[src/rtl/square_tone_player_if.sv]
// Audio_Controller DAC FIFO write port: the player is the master, the FIFO is the slave.
interface square_tone_player_if;
  logic        audio_out_allowed;
  logic        write_audio_out;
  logic [31:0] left_channel_audio_out;
  logic [31:0] right_channel_audio_out;

  modport master (
    input  audio_out_allowed,
    output write_audio_out,
    output left_channel_audio_out,
    output right_channel_audio_out
  );

  modport slave (
    output audio_out_allowed,
    input  write_audio_out,
    input  left_channel_audio_out,
    input  right_channel_audio_out
  );
endinterface

[src/rtl/square_tone_player.sv]
// Plays an 8-note C-major scale as square-wave tones, one sample per accepted FIFO write.
// The registered sample is always the one the next accepted write will consume.
module square_tone_player #(
  parameter logic [31:0] AMPLITUDE    = 32'h0800_0000,
  parameter int          NOTE_SAMPLES = 12000,
  parameter int          GAP_SAMPLES  = 2400,
  parameter bit          LOOP         = 1'b0
) (
  input  logic                        CLOCK_50,
  input  logic                        reset_n,
  input  logic                        start,
  input  logic                        stop,
  square_tone_player_if.master        aud,
  output logic                        busy,
  output logic [2:0]                  note_index
);

  localparam int DUR_W = ($clog2(NOTE_SAMPLES) > 14) ? $clog2(NOTE_SAMPLES) : 14;
  localparam int GAP_W = ($clog2(GAP_SAMPLES) > 1) ? $clog2(GAP_SAMPLES) : 1;
  localparam logic [DUR_W-1:0] DUR_LAST = DUR_W'(NOTE_SAMPLES - 1);
  localparam logic [GAP_W-1:0] GAP_LAST = GAP_W'(GAP_SAMPLES - 1);

  typedef enum logic [1:0] {S_IDLE, S_PLAY, S_GAP} state_t;

  // Last half_cnt value of each note's half-period (C4..C5 at 48 kHz, minus one).
  function automatic logic [6:0] half_last(input logic [2:0] note);
    case (note)
      3'd0:    half_last = 7'd91;
      3'd1:    half_last = 7'd81;
      3'd2:    half_last = 7'd72;
      3'd3:    half_last = 7'd68;
      3'd4:    half_last = 7'd60;
      3'd5:    half_last = 7'd54;
      3'd6:    half_last = 7'd48;
      default: half_last = 7'd45;
    endcase
  endfunction

  state_t           r_state, w_state;
  logic [2:0]       r_note, w_note;
  logic             r_phase, w_phase;
  logic [6:0]       r_half, w_half;
  logic [DUR_W-1:0] r_dur, w_dur;
  logic [GAP_W-1:0] r_gap, w_gap;
  logic [31:0]      r_sample, w_sample;
  logic             w_accept;

  assign w_accept                    = aud.audio_out_allowed & reset_n;
  assign aud.write_audio_out         = w_accept;
  assign aud.left_channel_audio_out  = r_sample;
  assign aud.right_channel_audio_out = r_sample;
  assign busy                        = (r_state != S_IDLE);
  assign note_index                  = r_note;

  always_comb begin
    // NOTE: every output of this block gets a default first, so no path can infer a latch.
    w_state = r_state;
    w_note  = r_note;
    w_phase = r_phase;
    w_half  = r_half;
    w_dur   = r_dur;
    w_gap   = r_gap;

    if (stop) begin
      w_state = S_IDLE;
      w_note  = 3'd0;
      w_phase = 1'b1;
      w_half  = '0;
      w_dur   = '0;
      w_gap   = '0;
    end else begin
      case (r_state)
        S_IDLE: begin
          if (start) begin
            w_state = S_PLAY;
            w_note  = 3'd0;
            w_phase = 1'b1;
            w_half  = '0;
            w_dur   = '0;
          end
        end
        S_PLAY: begin
          if (w_accept) begin
            if (r_half == half_last(r_note)) begin
              w_half  = '0;
              w_phase = ~r_phase;
            end else begin
              w_half = r_half + 7'd1;
            end
            if (r_dur == DUR_LAST) begin
              w_state = S_GAP;
              w_gap   = '0;
              w_dur   = '0;
            end else begin
              w_dur = r_dur + 1'b1;
            end
          end
        end
        S_GAP: begin
          if (w_accept) begin
            if (r_gap == GAP_LAST) begin
              w_phase = 1'b1;
              w_half  = '0;
              w_dur   = '0;
              w_gap   = '0;
              if (r_note != 3'd7) begin
                w_state = S_PLAY;
                w_note  = r_note + 3'd1;
              end else begin
                w_state = LOOP ? S_PLAY : S_IDLE;
                w_note  = 3'd0;
              end
            end else begin
              w_gap = r_gap + 1'b1;
            end
          end
        end
        default: w_state = S_IDLE;
      endcase
    end

    // Sample depends only on the upcoming state, so it can only change at a state/phase step.
    w_sample = '0;
    if (w_state == S_PLAY) w_sample = w_phase ? AMPLITUDE : -AMPLITUDE;
  end

  // NOTE: only a few control/counter registers exist here and all of them are reset; there is no memory.
  always_ff @(posedge CLOCK_50 or negedge reset_n) begin
    if (!reset_n) begin
      r_state  <= S_IDLE;
      r_note   <= 3'd0;
      r_phase  <= 1'b1;
      r_half   <= '0;
      r_dur    <= '0;
      r_gap    <= '0;
      r_sample <= '0;
    end else begin
      // NOTE: non-blocking assignments so every register samples the pre-edge values.
      r_state  <= w_state;
      r_note   <= w_note;
      r_phase  <= w_phase;
      r_half   <= w_half;
      r_dur    <= w_dur;
      r_gap    <= w_gap;
      r_sample <= w_sample;
    end
  end

endmodule

[src/flat_wrapper.sv]
// flat-port wrapper written by rule: the top's interface ports become plain ports
module square_tone_player_flat 
#(
  parameter logic [31:0] AMPLITUDE    = 32'h0800_0000,
  parameter int          NOTE_SAMPLES = 12000,
  parameter int          GAP_SAMPLES  = 2400,
  parameter bit          LOOP         = 1'b0
)
  (CLOCK_50, reset_n, start, stop, busy, note_index, aud_audio_out_allowed, aud_write_audio_out, aud_left_channel_audio_out, aud_right_channel_audio_out);
  square_tone_player_if aud_i ();
  input  logic CLOCK_50;
  input  logic reset_n;
  input  logic start;
  input  logic stop;
  output logic busy;
  output logic [2:0] note_index;
  input wire logic [$bits(aud_i.audio_out_allowed)-1:0] aud_audio_out_allowed;
  output wire logic [$bits(aud_i.write_audio_out)-1:0] aud_write_audio_out;
  output wire logic [$bits(aud_i.left_channel_audio_out)-1:0] aud_left_channel_audio_out;
  output wire logic [$bits(aud_i.right_channel_audio_out)-1:0] aud_right_channel_audio_out;
  assign aud_i.audio_out_allowed = aud_audio_out_allowed;
  assign aud_write_audio_out = aud_i.write_audio_out;
  assign aud_left_channel_audio_out = aud_i.left_channel_audio_out;
  assign aud_right_channel_audio_out = aud_i.right_channel_audio_out;
  square_tone_player #(.AMPLITUDE(AMPLITUDE), .NOTE_SAMPLES(NOTE_SAMPLES), .GAP_SAMPLES(GAP_SAMPLES), .LOOP(LOOP)) u_core (.CLOCK_50(CLOCK_50), .reset_n(reset_n), .start(start), .stop(stop), .aud(aud_i), .busy(busy), .note_index(note_index));
endmodule
[config.mk]
export PLATFORM = sky130hd
export DESIGN_NAME = square_tone_player_flat
export DESIGN_NICKNAME = d
export VERILOG_FILES = /design/src/rtl/square_tone_player_if.sv /design/src/rtl/square_tone_player.sv /design/src/flat_wrapper.sv
export SDC_FILE = /design/constraint.sdc
export NUM_CORES = 1
export LEC_CHECK = 0
export ABC_AREA = 1
export CORE_ASPECT_RATIO = 0.6
export CORE_UTILIZATION = 44
export DETAILED_ROUTE_END_ITERATION = 10
export PLACE_DENSITY = 0.72
export REMOVE_ABC_BUFFERS = 1
export SYNTH_ARGS = -nofsm -noshare
export SYNTH_HDL_FRONTEND = slang
export SYNTH_SLANG_ARGS = --single-unit
[constraint.sdc]
create_clock -name CLOCK_50 -period 4.4 [get_ports CLOCK_50]
set_clock_uncertainty 0.2 [all_clocks]
set_input_delay 0.88 -clock CLOCK_50 [delete_from_list [all_inputs] [get_ports CLOCK_50]]
set_output_delay 0.88 -clock CLOCK_50 [all_outputs]
set_load 0.03 [all_outputs]
==> impl_metrics.yaml <==
route:
  drt.antenna.violating_nets: 0
  num_vias: 2680
  detailed_route_iter0_violations: 280
  drt-pass1-iter-count: 5
  via_per_inst: 5.047
  routed_wire_length_per_instance_um: 13.09
  wirelength_mm: 6.951
  route.detailed.drc: 0
sta:
  setup_viol: 0
  max_clock_freq_ghz: 0.2957
  worst_slew_margin: 0.6174
  rsz0062_at_grt: "no"
  finalMaxSlewViolations: 0
  timing.final.crit_share: 0.7685
  period_needed_ns: 3.381
  timing_worst_slew_pin_value_ns: 0.5738
  timing.setup.tns_ns: 0
  final_hold_violating_endpoints: 0
die:
  core.rowCount: 23
  die-height_um: 68.43
  ios: 74
  design.core.area_mm2: 0.006878
  floorplan.die.width_um: 112.7
  design.die.area_mm2: 0.007712
  floorplan.initialDensity: 0.4704
power_and_ir_drop:
  clockPowerShare: 0.410
  power_per_cell_area_mw_per_mm2: 283.0
  ir_drop_mv: 0.2079
  p_sw_uw: 294.3
  cellInternalPower_uw: 661.2
  power.sequential.fraction: 0.426
  final_total_pwr_uw: 955.5
  leakagePower_nw: 1.496
  power.switching_fraction: 0.3080
  comb_power_share: 0.164
clock_network:
  post_cts_buffers: 0
  max-clock-path-buffers: 2
  cts_made_buffers: 5
  cts-resized-gates: 0
  clk_pin_slew_worst_paths_ns: 0.06
  clock_tree_from_tritoncts: "yes"
  cts.root.buffer_cell: "clkbuf_16"
  clock-sinks: 41
  worst_skew_pair_later_pin_latency_ns: 0.28
  ctsHoldBuffers: 0
  clock_tree.htree_level_count: 2
grt:
  grt_pass1_wl_mm: 11.79
  first_global_vias: 2417
  grt_usage: 0.1986
  antenna_violations_before_repair: 0
  global_route.overflow_total: 0
  pin_count_of_the_biggest_net_entering_global_routing: 42
synthesis:
  avgSynthCellArea_um2: 7.507
  yosys.area_share.adder: 0.03480
  distinct_cells_synth: 41
  synth_enable_flop_cells: 0
  post-synth-top-area-fraction: 0.3094
  mappedNetlistArea_mm2: 0.003236
  async_reset_ff_frac: 1.000
  ff_latch_count_synth: 41
  post_synth_xor_area_fraction: 0.03519
  muxShareOfSynthArea: 0
  synth-compound-area-share: 0.09126
  synth_top_family_by_area: "simple AND/OR/NAND/NOR gates"
  ys_top_cells_by_area: "dfrtp_1 31%, buf_4 14%, nand2_1 8.2%, inv_1 5.2%, nand3_1 4.8%"
  commonest_cells_in_the_synthesized_netlist: "71 x nand2_1, 62 x buf_4, 45 x inv_1, 40 x dfrtp_1"
  simple_gate_portion_of_the_synthesized_area: 0.2974
  synthDominantAreaCellType: "dfrtp_1"
  most_used_dff_post_synth: "dfrtp_1"
  synth.yosys.warnings: 0
  post-synth-top-count-cell: "nand2_1"
  synthesis.instances: 431
  ys_seq_area_frac: 0.3175
finish:
  syn2layout_area_growth_pct: 4.331
  drive_above_1_share: 0.09234
  fillers: 674
  antenna_cells: 0
  fin_nets: 457
  fin_area_mm2: 0.003376
critical_path:
  timing.critical_path.required_ns: 3.32
  crit_arrival_ns: 2.30
  crit_end_category: "primary output"
  worstSetupStartpointType: "input port"
  criticalPathCategory: "input port to primary output"
  critPathMaxFanout: 6
place:
  postPlaceCellArea_mm2: 0.003218
  hpwlAfterDp_mm: 5.299
  gpl.final_weighted_congestion: 0.9058
  placement.io_buffers: 19
outcome:
  outcome: "completed"
run:
  cap_viol_max_count: 0
hold_path:
  hp-class: "flip-flop to flip-flop"
-- power groups by stage --
stage                     combinational, mW  sequential [mW]  clock [mW]
after floorplan                       0.116            0.413           0
after global placement                0.152            0.413           0
after detailed placement              0.155            0.413           0
after CTS                             0.156            0.407       0.396
after global routing                  0.171            0.408       0.411
final                                 0.157            0.407       0.392
-- flip-flops by register name, indices dropped and copies added, names as in the netlist --
signal,flops
u_core.note_index,3
u_core.r_half,7
u_core.r_gap,12
u_core.aud.left_channel_audio_out,2
u_core.r_state,2
u_core.r_phase,1
u_core.r_dur,14
-- final cells by class --
cell class / instances / area [um^2] / share of cell area
Sequential cell: 41 / 1027 / 0.3043
Inverter: 52 / 195.2 / 0.05782
Timing Repair Buffer: 21 / 200.2 / 0.05930
Multi-Input combinational cell: 322 / 1687 / 0.4996
Clock buffer: 7 / 152.6 / 0.04522
Tap cell: 87 / 108.9 / 0.03225
Clock inverter: 1 / 5.005 / 0.001483
-- per-stage QoR --
stage / util / setup slack (ns) / hold slack (ns) / std cells
floorplan: - / 1.603 / 0.2692 / 415
global placement: 0.4679 / 1.033 / 0.3007 / 523
detailed placement: 0.4679 / 1.016 / 0.3083 / 523
CTS: 0.4908 / 1.013 / 0.3185 / 531
global route: 0.4908 / 0.9387 / 0.3360 / 531
finish: 0.4908 / 1.019 / 0.3228 / 531
-- worst paths after layout --
| path | cells after the start | start | end | slack [ns] |
|---|---|---|---|---|
| setup / recovery | 4 | aud_audio_out_allowed | aud_write_audio_out | 1.02 |
| setup reg to reg | 9 | u_core.r_gap[1]$_DFFE_PN0P_ | u_core.r_dur[4]$_DFFE_PN0P_ | 1.86 |
| hold / removal | 1 | u_core.r_dur[0]$_DFFE_PN0P_ | u_core.r_dur[0]$_DFFE_PN0P_ | 0.32 |
| max in group asynchronous | 2 | reset_n | u_core.r_phase$_DFF_PN1_ | 3.14 |
| min in group asynchronous | 2 | reset_n | u_core.r_gap[11]$_DFFE_PN0P_ | 0.48 |
| hold reg to reg | 1 | u_core.r_dur[0]$_DFFE_PN0P_ | u_core.r_dur[0]$_DFFE_PN0P_ | 0.32 |
-- layout by cell type (no fill, tap or decap), types with 3 or more instances in the layout --
cell type and instances:
dfrtp_1 40, o21ai_1 4, nor4_1 3, nor2_1 31, inv_1 45, inv_2 6, nor2_4 4, nand2_2 7
conb_1 54, a21oi_1 15, nand2_1 71, nor2_2 3, nand4_1 9, ha_1 9, clkbuf_16 5, clkdlybuf4s50_1 18
nand3_1 31, o21ai_0 19, nor3_1 27, nand3b_1 3, xor2_1 11
-- critical path: stages --
cell and delay (ns):
clkdlybuf4s50_1 0.45, nand2_1 0.12, inv_1 0.16, clkdlybuf4s50_1 0.69
-- kinds of logic after synthesis --
logic type	Yosys count
buffers and inverters	121
other	1
adders and majority gates	9
AOI/OAI and AO/OA	50
xor gates and xnor gates	13
and+or+nand+nor	196
DFF	41
-- routing by layer --
layer  wire (um)  global-route usage  vias to the layer above
met5           0                   0                        -
met4          70             0.05167                        0
met3         415             0.04960                        8
met2        2879              0.2894                       87
met1        3586              0.2905                     1261
li1            -                   -                     1324
(Power assumes the default switching activity.)
